--- src/rtl/mem_access_unit.sv ---
// Load/store front end: one request in, one checked data-memory access, one response out.
// Optional alignment trap is compiled in with `define LSU_MISALIGN_TRAP_EN.
module mem_access_unit #(
  parameter int ADDR_W    = 32,
  parameter int DATA_W    = 32,
  parameter int MEM_BYTES = 100,
  parameter int TAG_W     = 5
) (
  input  logic              clk,
  input  logic              rst_n,
  input  logic              req_valid,
  output logic              req_ready,
  input  logic              req_we,
  input  logic [2:0]        req_funct3,
  input  logic [ADDR_W-1:0] req_addr,
  input  logic [DATA_W-1:0] req_wdata,
  input  logic [TAG_W-1:0]  req_tag,
  output logic              resp_valid,
  input  logic              resp_ready,
  output logic [DATA_W-1:0] resp_rdata,
  output logic [TAG_W-1:0]  resp_tag,
  output logic              resp_fault,
  output logic [1:0]        resp_fault_code,
  output logic [2:0]        dm_funct3,
  output logic [ADDR_W-1:0] dm_address,
  output logic              dm_memwrite,
  output logic              dm_memread,
  output logic [DATA_W-1:0] dm_wdata,
  input  logic [DATA_W-1:0] dm_rdata
);

  typedef enum logic [1:0] {
    IDLE   = 2'b00,
    ACCESS = 2'b01,
    RESP   = 2'b10
  } state_t;

  localparam logic [ADDR_W:0] LAST_BYTE = (ADDR_W+1)'(MEM_BYTES - 1);

  // One extra address bit keeps a wrapping end address from looking in range.
  function automatic logic [1:0] fault_code_f(input logic              we,
                                              input logic [2:0]        f3,
                                              input logic [ADDR_W-1:0] addr);
    logic            legal_s;
    logic            mis_s;
    logic [ADDR_W:0] size_m1_s;
    logic [ADDR_W:0] last_s;
    logic [1:0]      code_s;
    case (f3)
      3'b000, 3'b001, 3'b010: legal_s = 1'b1;
      3'b100, 3'b101:         legal_s = ~we;
      default:                legal_s = 1'b0;
    endcase
    case (f3[1:0])
      2'b00:   size_m1_s = {(ADDR_W+1){1'b0}};
      2'b01:   size_m1_s = {{ADDR_W{1'b0}}, 1'b1};
      default: size_m1_s = {{(ADDR_W-1){1'b0}}, 2'b11};
    endcase
`ifdef LSU_MISALIGN_TRAP_EN
    case (f3[1:0])
      2'b01:   mis_s = addr[0];
      2'b10:   mis_s = (addr[1:0] != 2'b00);
      default: mis_s = 1'b0;
    endcase
`else
    mis_s = 1'b0;
`endif
    last_s = {1'b0, addr} + size_m1_s;
    if (!legal_s) begin
      code_s = 2'b11;
    end else if (mis_s) begin
      code_s = 2'b01;
    end else if (last_s > LAST_BYTE) begin
      code_s = 2'b10;
    end else begin
      code_s = 2'b00;
    end
    return code_s;
  endfunction

  state_t            state_r;
  logic              we_r;
  logic [2:0]        funct3_r;
  logic [ADDR_W-1:0] addr_r;
  logic [DATA_W-1:0] wdata_r;
  logic [TAG_W-1:0]  tag_r;
  logic [1:0]        fault_r;
  logic              resp_valid_r;
  logic [DATA_W-1:0] resp_rdata_r;
  logic [TAG_W-1:0]  resp_tag_r;
  logic              resp_fault_r;
  logic [1:0]        resp_fault_code_r;
  logic              memwrite_s;
  logic              memread_s;

  // Request/response FSM with latched request fields and registered response.
  always_ff @(posedge clk or negedge rst_n) begin
    if (!rst_n) begin
      state_r           <= IDLE;
      we_r              <= 1'b0;
      funct3_r          <= 3'b000;
      addr_r            <= {ADDR_W{1'b0}};
      wdata_r           <= {DATA_W{1'b0}};
      tag_r             <= {TAG_W{1'b0}};
      fault_r           <= 2'b00;
      resp_valid_r      <= 1'b0;
      resp_rdata_r      <= {DATA_W{1'b0}};
      resp_tag_r        <= {TAG_W{1'b0}};
      resp_fault_r      <= 1'b0;
      resp_fault_code_r <= 2'b00;
    end else begin
      case (state_r)
        IDLE: begin
          if (req_valid) begin
            we_r     <= req_we;
            funct3_r <= req_funct3;
            addr_r   <= req_addr;
            wdata_r  <= req_wdata;
            tag_r    <= req_tag;
            fault_r  <= fault_code_f(req_we, req_funct3, req_addr);
            state_r  <= ACCESS;
          end else begin
            state_r  <= IDLE;
          end
        end
        ACCESS: begin
          resp_valid_r      <= 1'b1;
          resp_tag_r        <= tag_r;
          resp_fault_r      <= (fault_r != 2'b00);
          resp_fault_code_r <= fault_r;
          resp_rdata_r      <= (!we_r && fault_r == 2'b00) ? dm_rdata : {DATA_W{1'b0}};
          state_r           <= RESP;
        end
        RESP: begin
          if (resp_ready) begin
            resp_valid_r <= 1'b0;
            state_r      <= IDLE;
          end else begin
            state_r      <= RESP;
          end
        end
        default: begin
          resp_valid_r <= 1'b0;
          state_r      <= IDLE;
        end
      endcase
    end
  end

  // Strobes follow the state directly so an asynchronous reset drops them at once.
  always_comb begin
    memwrite_s = 1'b0;
    memread_s  = 1'b0;
    if (state_r == ACCESS && fault_r == 2'b00) begin
      memwrite_s = we_r;
      memread_s  = ~we_r;
    end else begin
      memwrite_s = 1'b0;
      memread_s  = 1'b0;
    end
  end

  assign req_ready       = (state_r == IDLE);
  assign resp_valid      = resp_valid_r;
  assign resp_rdata      = resp_rdata_r;
  assign resp_tag        = resp_tag_r;
  assign resp_fault      = resp_fault_r;
  assign resp_fault_code = resp_fault_code_r;
  assign dm_funct3       = funct3_r;
  assign dm_address      = addr_r;
  assign dm_wdata        = wdata_r;
  assign dm_memwrite     = memwrite_s;
  assign dm_memread      = memread_s;

endmodule

--- config.mk ---
export PLATFORM = sky130hd
export DESIGN_NAME = mem_access_unit
export DESIGN_NICKNAME = d
export VERILOG_FILES = /design/src/rtl/mem_access_unit.sv
export SDC_FILE = /design/constraint.sdc
export NUM_CORES = 1
export LEC_CHECK = 0
export BUFFER_PORTS_ARGS = -buffer_cell sky130_fd_sc_hd__buf_2
export CORE_MARGIN = 2
export CORE_UTILIZATION = 35
export CTS_CLUSTER_DIAMETER = 200
export DETAILED_ROUTE_END_ITERATION = 12
export SKIP_CTS_REPAIR_TIMING = 1
export SYNTH_ARGS = -nofsm -noshare
export SYNTH_HDL_FRONTEND = slang
export SYNTH_SLANG_ARGS = --single-unit
--- constraint.sdc ---
create_clock -name clk -period 2.6 [get_ports clk]
set_input_delay 0.13 -clock clk [delete_from_list [all_inputs] [get_ports clk]]
set_output_delay 0.13 -clock clk [all_outputs]
set_load 0.1 [all_outputs]
# == After elaboration in Yosys (flattened, before gate mapping) ==
# Index checks and enable logic that the tools add are counted.
# Widths: inputs -> output; s select.
# op_classes
addsub,1
n_mul,0
div_mod_pow,0
n_lt_le_gt_ge,1
eq_ne,8
shifts,0
n_mux,16
bitwise_logic,3
n_reduce_logical,12
# op_table
op,count
$mux 33,2
$add 32x33->33,1
$gt 33x7->1 const B,1
$mux 32,1
$eq 3x3->1 const B,2
$logic_not 2->1,3
$mux 1,6
$mux 2,3
$pmux 2 s3,1
$eq 2x1->1 const B,2
$pmux 2 s2,1
$reduce_and 2->1,2
$eq 3x1->1 const B,1
$eq 3x2->1 const B,1
$logic_not 3->1,1
$not 1->1,3
$pmux 1 s3,1
$reduce_or 3->1,1
$eq 2x2->1 const B,1
$logic_and 1x1->1,2
$ne 2x2->1 const B,1
$pmux 1 s2,1
$reduce_bool 2->1,1
$reduce_or 2->1,1
$logic_not 1->1,1
# totals
register_bits,118
latch_bits,0
ram_bits,0
rom_bits,0
inputBits,109
wordCells,53
mem_count,0

# == Logic depth before layout (Yosys ltp) ==
# Gate-level depths: netlist (run 1).
# logic_depth
word_depth,8
depth_mapped,10

# == Worst setup path before layout (run 1) ==
# No wires, ideal clock.
# synth_timing
path_kind,register to register
start,register state_r[0]
end,register addr_r[0] (netlist: dm_address[0])
setup_ns,0.125
arrival_ns,3.131
slack_ns,-0.656
path_stages_with_launch,7
n_path_buf,3
path_cell_list,dfrtp_1 nor2_1 and2_1 clkbuf_1 clkbuf_1 clkbuf_1 mux2_2
# synth_via
elab_chain_len,2
# synth_rtl
item,line,source
from (decl),81,state_t state_r;
from (signal assigned),99,state_r <= IDLE;
from (signal assigned),121,state_r <= ACCESS;
from (signal assigned),123,state_r <= IDLE;
$logic_not 2->1,--,
net req_ready,12,"output logic req_ready,"
$reduce_and 2->1 (no line),--,
to (signal assigned),102,addr_r <= {ADDR_W{1'b0}};
to (signal assigned),117,addr_r <= req_addr;
to (decl),84,logic [ADDR_W-1:0] addr_r;
# The timed path passes the listed nets, and every way through them passes these cells.
# A chain may end at the register's enable or synchronous reset.

# == Worst setup path in the final report (run 1) ==
# layout_timing
start,input port req_funct3[0]
end,register fault_r[1]
# layout_via
elab_chain_len,8
elab_cells_between_ends,19
classes_between,add/sub: 1; order compare: 1; eq/ne: 5; mux: 8; reduce/logical: 4
# layout_rtl
item,line,source
from (decl),14,"input logic [2:0] req_funct3,"
$eq 2x1->1 / $logic_not 2->1 (equally long branches),54,case (f3[1:0])
$pmux 2 s2,54,
$mux 33,114,if (req_valid) begin
$mux 33,112,case (state_r)
$add 32x33->33,68,"last_s = {1'b0, addr} + size_m1_s;"
$gt 33x7->1,73,end else if (last_s > LAST_BYTE) begin
$mux 2,73,
$mux 2 *,69,if (!legal_s) begin
to (signal assigned),120,"fault_r <= fault_code_f(req_we, req_funct3, req_addr);"
to (decl),87,logic [1:0] fault_r;
# Every way passes the cells marked *; elsewhere a longest branch is shown, timed or not. The select of a mux whose other input is x is not followed.

==> results of run 1 <==
==> state kept, by name (all words and copies together), names as in the netlist <==
| name | count |
|---|---|
| we_r | 1 |
| resp_fault_code | 2 |
| resp_tag | 5 |
| resp_valid | 1 |
| state_r | 2 |
| dm_address | 32 |
| resp_fault | 1 |
| dm_wdata | 32 |
| fault_r | 2 |
| dm_funct3 | 3 |
| tag_r | 5 |
| resp_rdata | 32 |
==> worst paths after layout <==
check / startpoint / to / slack (ns) / cells after the start
min in group asynchronous: rst_n / dm_address[10]$_DFFE_PN0P_ / 0.28 / 2
worst min register to register: dm_address[20]$_DFFE_PN0P_ / dm_address[20]$_DFFE_PN0P_ / 0.50 / 1
max in group asynchronous: rst_n / resp_rdata[3]$_DFFE_PN0P_ / 1.51 / 3
worst min-delay path: req_addr[14] / dm_address[14]$_DFFE_PN0P_ / 0.007 / 2
worst max-delay path: req_funct3[0] / fault_r[1]$_DFFE_PN0P_ / 0.25 / 11
worst max register to register: state_r[0]$_DFF_PN0_ / fault_r[1]$_DFFE_PN0P_ / 0.60 / 7
==> critical path: stages <==
cell,delay (ns)
buf_2,0.09
or2_2,0.10
ha_1,0.20
fa_1,0.24
nand4_2,0.17
or4_4,0.61
buf_4,0.16
a2111oi_0,0.40
o22ai_1,0.14
nor4_1,0.27
a21oi_1,0.11
==> stage by stage <==
stage,utilization [%],std cells,cell area (µm²)
final,55.6,871,7740
after global routing,55.6,871,7740
after CTS,50.2,797,7000
after floorplan,-,371,5030
after global placement,46.2,765,6430
after detailed placement,46.2,765,6430
==> cell usage in the layout (no fill, tap or decap), types with 4 or more instances in the layout <==
cell and instances:
o21ai_0 5, clkinvlp_4 4, nor2_1 15, inv_1 4, nand4_1 8, nand2_1 9, clkbuf_16 17, mux2_2 82
buf_2 217, buf_4 12, a22o_1 32, and3_1 4, nand3_1 10, clkinv_4 4, dlygate4sd3_1 74, dfrtp_1 118
a21oi_1 7
==> kinds of logic after synthesis <==
| logic type | after synthesis | share of synthesized area [%] |
|---|---|---|
| AOI/OAI and AO/OA | 62 | 9.89 |
| adders and majority gates | 3 | 0.897 |
| buffers and inverters | 22 | 1.64 |
| DFF | 118 | 58.8 |
| muxes | 86 | 19.3 |
| and+or+nand+nor | 80 | 9.49 |
==> final cells by class <==
class / instances / area [µm²] / area share, %
sequential: 118 / 2950 / 38.1
tap: 180 / 225 / 2.91
inverter: 4 / 15.0 / 0.194
clock inverter: 14 / 128 / 1.65
clock buffer: 18 / 439 / 5.67
timing repair buffer: 306 / 1980 / 25.5
multi-input combinational: 231 / 2010 / 25.9
==> routing by layer <==
metal  track usage [%]  vias to the layer above  part of all wire, %
li1                  -                     2017                    -
met1              21.3                     2159                   40
met2              28.3                      171                   51
met3              5.36                       41                  5.9
met4              7.39                        0                  3.1
met5                 0                        -                    0
==> impl_metrics.yaml, run 1 <==
detailed_routing:
  avgViaCountPerCell: 5.04
  antenna_violating_nets_post_route: 0
  drt_drc_violations_left: 0
  detail_route.iter0.violations: 341
  vias: 4388
  drt-pass1-iter-count: 6
  routed_wire_length_per_instance_um: 16.6
  routed_wirelength_um: 14500
global_route:
  grt_util_all_layers_pct: 17.4
  grt_first_pass_wirelength_um: 20300
  largest_net_degree_at_the_start_of_global_routing: 71
  grt_overflow: 0
  grt_antenna_before_repair: 0
  first_global_vias: 4021
setup_path:
  setup.worst_path.start_class: "input port"
  critical_path_required_ns: 2.88
  cp_data_arrival_time_ns: 2.63
  timing.critical_path.fanout_max: 4
  end_kind: "flip-flop"
  worst-setup-path-type: "in -> reg"
timing:
  setup-violations-final: 0
  setup_tns_ns: 0
  layout_min_cycle_time_ns: 2.35
  fin_skew_ns: 0.00859
  worst_pin_slew_ns: 0.659
  max_freq_ghz: 0.426
  post-route-period-util_pct: 90.2
  slew-limit-headroom_pct: 56.1
  fin_worst_hold_slack_ns: 0.00653
  layout_setup_ws_ns: 0.254
  report.final.hold_viol_count: 0
  rsz0062_at_grt: "false"
  drv_slew: 0
clocking:
  clock_sinks: 118
  cts.reportedPaths.clkPinSlew_ns: 0.06
  cts_tree: "built"
  cts_max_path_buffers: 2
  cts_htree_levels: 4
  clk-insertion-delay-late_ns: 0.42
  numCtsBuffers: 17
  cts.root.buffer_cell: "clkbuf_16"
placed_design:
  place_worst_setup_slack_ns: -0.191
  place.port_buffers: 219
  detailedPlacementHpwl_um: 9730
  place_congestion: 0.781
final_layout:
  antenna_fix_cells: 0
  n_fill_cell: 1183
  nets: 790
  fraction_of_final_layout_cells_with_drive_strength_greater_than_1_pct: 53.0
  flow.area_growth_from_synthesis_pct: 54.2
synthesis:
  synthMostInstantiatedCell: "dfrtp_1"
  synthesis.area_per_instance_um2: 13.5
  yosys_warnings: 0
  postSynth.asyncResetShare_pct: 100
  synth_largest_area_cell: "dfrtp_1"
  ys_types: 51
  synth_nets: 483
  postSynthRegisterBits: 118
  synth_sequential_area_ratio_pct: 58.8
  number_of_enable_type_register_cells_in_the_synthesized_netlist: 0
  synth_commonest_cells: "118 x dfrtp_1, 82 x mux2_2, 32 x a22o_1"
  mappedNetlistArea_um2: 5020
  synth_top_flop_cell: "dfrtp_1"
  postSynthCellCount: 371
  ys_top_cells_by_area: "dfrtp_1 59%, mux2_2 18%, a22o_1 5.6%"
  synth_top_area_share_pct: 58.8
die:
  num_io_pins: 220
  design.core.area_um2: 13900
  effective_utilization_at_floorplan_pct: 36.0
  floorplan.die_area_um2: 15300
  fp-row-count: 43
  fp.dieW_um: 124
  die_h_um: 124
job:
  max-cap-violations: 0
worst_hold_path:
  min_path_type: "in -> reg"
outcome:
  outcome: "complete, no violations"
Power of run 1 is not shown: default switching activity piles up to over one toggle a cycle in this logic, so the estimate is an artifact.
==> run 2: changes to the inputs <==
- CAP_MARGIN: unset -> 10
- HOLD_SLACK_MARGIN: unset -> 0.15
==> impl_metrics.yaml, run 2 (same netlist as run 1, synthesis figures left out) <==
final_layout:
  final_cell_count_no_fill: 904
  layout_common_cells: "217 x buf_2, 118 x dfrtp_1, 107 x dlygate4sd3_1"
  n_fill_cell: 1138
  flow.area_growth_from_synthesis_pct: 60.7
  fraction_of_final_layout_cells_with_drive_strength_greater_than_1_pct: 50.6
  nets: 823
  antenna_fix_cells: 0
  layout.core_utilization_pct: 57.9
  mostFrequentLayoutCell: "buf_2"
timing:
  fin_skew_ns: 0.00635
  layout_setup_ws_ns: 0.212
  report.final.hold_viol_count: 0
  worst_pin_slew_ns: 0.659
  layout_min_cycle_time_ns: 2.39
  setup-violations-final: 0
  post-route-period-util_pct: 91.8
  rsz0062_at_grt: "false"
  drv_slew: 0
  max_freq_ghz: 0.419
  slew-limit-headroom_pct: 56.1
global_route:
  largest_net_degree_at_the_start_of_global_routing: 71
  grt_util_all_layers_pct: 17.4
  first_global_vias: 4021
  grt_first_pass_wirelength_um: 20300
  grt_antenna_before_repair: 0
  grt_overflow: 0
die:
  num_io_pins: 220
  floorplan.die_area_um2: 15300
  fp-row-count: 43
  effective_utilization_at_floorplan_pct: 36.0
  design.core.area_um2: 13900
  die_h_um: 124
  fp.dieW_um: 124
detailed_routing:
  antenna_violating_nets_post_route: 0
  vias: 4497
  highest-signal-layer: "met4"
  dr_wl_met2_um: 7670
  routed_wire_length_per_instance_um: 16.6
  drt_drc_violations_left: 0
  drt-pass1-iter-count: 6
  met3_wirelength_um: 917
  avgViaCountPerCell: 4.97
  detail_route.iter0.violations: 368
  routed_wirelength_um: 15000
  m1WireLength_um: 6060
clocking:
  cts.reportedPaths.clkPinSlew_ns: 0.06
  clk-insertion-delay-late_ns: 0.42
  numCtsBuffers: 17
  cts.root.buffer_cell: "clkbuf_16"
  cts_htree_levels: 4
  clock_sinks: 118
  cts_tree: "built"
  cts_max_path_buffers: 2
outcome:
  outcome: "complete, no violations"
job:
  max-cap-violations: 0
setup_path:
  cp_data_arrival_time_ns: 2.67
  end_kind: "flip-flop"
  crit-reg2reg-launch: "state_r[0]$_DFF_PN0_"
  timing.rr.end: "fault_r[1]$_DFFE_PN0P_"
  setup.worst_path.start_class: "input port"
  timing.critical_path.fanout_max: 6
  rrSetupSlack_ns: 0.61
  rr_worst_depth: 7
  worst-setup-path-type: "in -> reg"
  critical_path_required_ns: 2.88
worst_hold_path:
  timing.hold.worst.start: "req_valid"
  min_path_type: "in -> reg"
  timing.hold.worst_path_depth: 3
  worst_hold_path.endpoint: "fault_r[0]$_DFFE_PN0P_"
placed_design:
  place_congestion: 0.781
  detailedPlacementHpwl_um: 9730
  dp_cells: 765
  place.port_buffers: 219
  place_worst_setup_slack_ns: -0.191
-- run 2: area by class of cell --
type / instances / area (µm²) / area share, %
sequential: 118 / 2950 / 36.6
timing repair buffer: 339 / 2310 / 28.6
multi-input combinational: 231 / 2010 / 24.8
clock buffer: 18 / 439 / 5.44
tap: 180 / 225 / 2.79
clock inverter: 14 / 128 / 1.58
inverter: 4 / 15.0 / 0.186
-- run 2: worst max path at each step --
stage                         start                         end  slack [ns]  depth (start not counted)
3_3_place_gp          req_funct3[0]      fault_r[1]$_DFFE_PN0P_       -0.01                         11
2_1_floorplan  state_r[1]$_DFF_PN0_  resp_rdata[10]$_DFFE_PN0P_        0.01                          5
4_1_cts               req_funct3[0]      fault_r[1]$_DFFE_PN0P_        0.26                         11
5_1_grt                 req_addr[2]      fault_r[1]$_DFFE_PN0P_        0.05                          9
3_5_place_dp          req_funct3[0]      fault_r[1]$_DFFE_PN0P_       -0.19                         11
6_report                req_addr[2]      fault_r[1]$_DFFE_PN0P_        0.21                          9
-- run 2: worst max-delay path, cell delays in order --
cell           delay [ns]
dlygate4sd3_1        0.53
buf_2                0.16
nand4_2              0.16
or4_4                0.61
nor2_1               0.18
mux2_2               0.35
a2bb2oi_1            0.13
nor4_1               0.31
a21oi_1              0.11
-- run 2: layer usage --
metal  GRT usage [%]  vias to the layer above
li1                -                     2079
met1            21.3                     2200
met2            28.3                      190
met3            5.36                       28
met4            7.39                        0
met5               0                        -
-- run 2: stage by stage --
| step | hold slack (ns) | cell area, µm² | setup TNS (ns) |
|---|---|---|---|
| after floorplan | -0.166 | 5030 | 0 |
| after global placement | 0.196 | 6430 | -0.0104 |
| after detailed placement | 0.209 | 6430 | -0.191 |
| after CTS | -0.237 | 7000 | 0 |
| after global routing | 0.250 | 8070 | 0 |
| final | 0.253 | 8070 | 0 |
Power of run 2 is left out for the same reason.
==> run 3: changes to the inputs <==
- ABC_AREA: unset -> 1
==> impl_metrics.yaml, run 3 <==
detailed_routing:
  routed_wire_length_per_instance_um: 14.0
  routed_wirelength_um: 17400
  avgViaCountPerCell: 4.55
  vias: 5646
  detail_route.iter0.violations: 377
  drt-pass1-iter-count: 5
  drt_drc_violations_left: 0
  antenna_violating_nets_post_route: 0
global_route:
  largest_net_degree_at_the_start_of_global_routing: 75
  first_global_vias: 4904
  grt_first_pass_wirelength_um: 25000
  grt_antenna_before_repair: 0
  grt_overflow: 0
  grt_util_all_layers_pct: 19.4
setup_path:
  timing.critical_path.fanout_max: 5
  crit_top_cell: "nor2_1"
  total_buffers_and_inverters_traversed_by_the_critical_path: 4
  cp_data_arrival_time_ns: 2.67
  crit_family: "buffers and inverters"
  crit_path_cell_chain: "dlygate4sd3_1 > buf_2 > ha_1 > fa_1 > inv_1 > nor2_2 > nand2_1 > inv_1 > or2_2 > a21oi_1 > o21ai_0 > nor2_1 > nand3_1 > nor2_1 > nor2_1"
  worst-setup-path-type: "in -> reg"
  critical_path_required_ns: 2.90
  slowest_stage: "dlygate4sd3_1"
  slowest_delay_ns: 0.54
  setup.worst_path.start_class: "input port"
  end_kind: "flip-flop"
worst_hold_path:
  min_path_type: "in -> reg"
synthesis:
  yosys_warnings: 0
  number_of_enable_type_register_cells_in_the_synthesized_netlist: 0
  postSynthRegisterBits: 118
  ys_top_cells_by_area: "dfrtp_1 54%, nand2_1 21%, a22o_1 5.1%"
  synth_largest_area_cell: "dfrtp_1"
  synth_top_flop_cell: "dfrtp_1"
  synthesis.area_per_instance_um2: 7.96
  postSynthCellCount: 690
  synthMostInstantiatedCell: "nand2_1"
  synth_top_area_share_pct: 53.8
  mappedNetlistArea_um2: 5490
  synth_sequential_area_ratio_pct: 53.8
  postSynth.asyncResetShare_pct: 100
  ys_types: 26
  synth_nets: 802
  synth_commonest_cells: "305 x nand2_1, 118 x dfrtp_1, 65 x nor2_1"
timing:
  report.final.hold_viol_count: 0
  setup-violations-final: 0
  post-route-period-util_pct: 90.9
  fin_skew_ns: 0.00862
  rsz0062_at_grt: "false"
  worst_pin_slew_ns: 0.692
  slew-limit-headroom_pct: 53.9
  max_freq_ghz: 0.423
  drv_slew: 0
  layout_min_cycle_time_ns: 2.36
  setup_tns_ns: 0
die:
  fp.dieW_um: 129
  effective_utilization_at_floorplan_pct: 36.0
  fp-row-count: 45
  die_h_um: 129
  floorplan.die_area_um2: 16700
  design.core.area_um2: 15300
  num_io_pins: 220
final_layout:
  antenna_fix_cells: 0
  layout.area.seq_um2: 2950
  finish.instance_area_um2: 8520
  layout_common_cells: "304 x nand2_1, 218 x buf_2, 118 x dfrtp_1"
  flow.area_growth_from_synthesis_pct: 55.1
  fraction_of_final_layout_cells_with_drive_strength_greater_than_1_pct: 26.9
  area_occupied_by_multi_input_gates_um2: 2260
  n_fill_cell: 1405
  mostFrequentLayoutCell: "nand2_1"
  nets: 1130
clocking:
  numCtsBuffers: 17
  clock_sinks: 118
  cts_max_path_buffers: 2
  clk-insertion-delay-late_ns: 0.42
  cts.root.buffer_cell: "clkbuf_16"
  cts_htree_levels: 4
  cts.reportedPaths.clkPinSlew_ns: 0.06
  cts_tree: "built"
placed_design:
  detailedPlacementHpwl_um: 12100
  cell_area_placed_um2: 6850
  place_congestion: 0.906
  place.port_buffers: 219
power:
  cellLeakagePower_uw: 0.00458
  power.density_cell_area_nw_per_um2: 1340
  worst_ir_drop_vdd_uv: 1230
outcome:
  outcome: "complete, no violations"
job:
  max-cap-violations: 0
==> run 3: cell count changes after synthesis, moves of 5 or more <==
cell,change
nand2_1,+296
mux2_2,-82
nor2_2,+6
o21ai_0,+31
inv_1,+42
nand3_1,+19
nor2_1,+49
a21oi_1,-6
clkbuf_1,+5
nand4_1,-5
==> run 3: final timing paths <==
check | from | endpoint | slack (ns) | cells after the start
worst max-delay path | req_addr[0] | fault_r[1]$_DFFE_PN0P_ | 0.24 | 15
worst min-delay path | req_funct3[0] | dm_funct3[0]$_DFFE_PN0P_ | 0.18 | 4
min in group asynchronous | rst_n | dm_wdata[2]$_DFFE_PN0P_ | 0.30 | 2
max in group asynchronous | rst_n | dm_funct3[2]$_DFFE_PN0P_ | 1.59 | 3
worst max register to register | state_r[0]$_DFF_PN0_ | tag_r[4]$_DFFE_PN0P_ | 0.69 | 6
worst min register to register | tag_r[0]$_DFFE_PN0P_ | resp_tag[0]$_DFFE_PN0P_ | 0.47 | 2
==> run 3: kinds of logic after synthesis <==
logic type / after synthesis / share of synthesized area [%]
AND/OR/NAND/NOR: 420 / 30.5
AO/OA/AOI/OAI: 73 / 9.02
buffers and inverters: 72 / 5.20
XOR/XNOR: 4 / 0.638
adder cells (fa/ha/maj): 3 / 0.820
flip-flops: 118 / 53.8
==> run 3: metal layers <==
metal  routed length (µm)  up-vias  track usage (%)
met3                 1260       24             5.00
li1                     -     2842                -
met5                    0        -                0
met2                 8340      200             31.2
met1                 7530     2580             25.4
met4                  276        0             7.29
==> run 3: final cells by class <==
type	count	share of cell area, %
clock buffers	17	4.99
flip-flops and latches	118	34.7
well taps	211	3.10
clock inverters	15	2.13
repair buffers	334	26.4
inverters	47	2.07
multi-input cells	500	26.6
==> run 3: metrics by stage <==
step | power [µW] | utilization (%) | cells | setup WS (ns) | hold slack, ns
6_report | 11400 | 55.8 | 1242 | 0.236 | 0.175
5_1_grt | 11900 | 55.8 | 1242 | 0.0290 | 0.195
4_1_cts | 11300 | 48.9 | 1136 | 0.368 | -0.219
3_5_place_dp | 8880 | 44.9 | 1104 | 0.233 | 0.227
3_3_place_gp | 8840 | 44.9 | 1104 | 0.279 | 0.229
2_1_floorplan | 7770 | - | 690 | 0.435 | -0.166
==> run 3: power by group <==
part | switching (µW) | internal [µW] | total [µW]
Combinational | 5290 | 898 | 6190
Sequential | 314 | 2460 | 2770
Clock | 956 | 1460 | 2410
Total | 6570 | 4810 | 11400
==> run 3: worst register-to-register path, delay by kind of cell (launching register included) <==
family,cells,cell delay (ns)
AOI/OAI and AO/OA,1,0.07
and+or+nand+nor,3,0.41
DFF,1,0.38
buffers and inverters,2,0.93
Power figures use the tool's default switching activity.
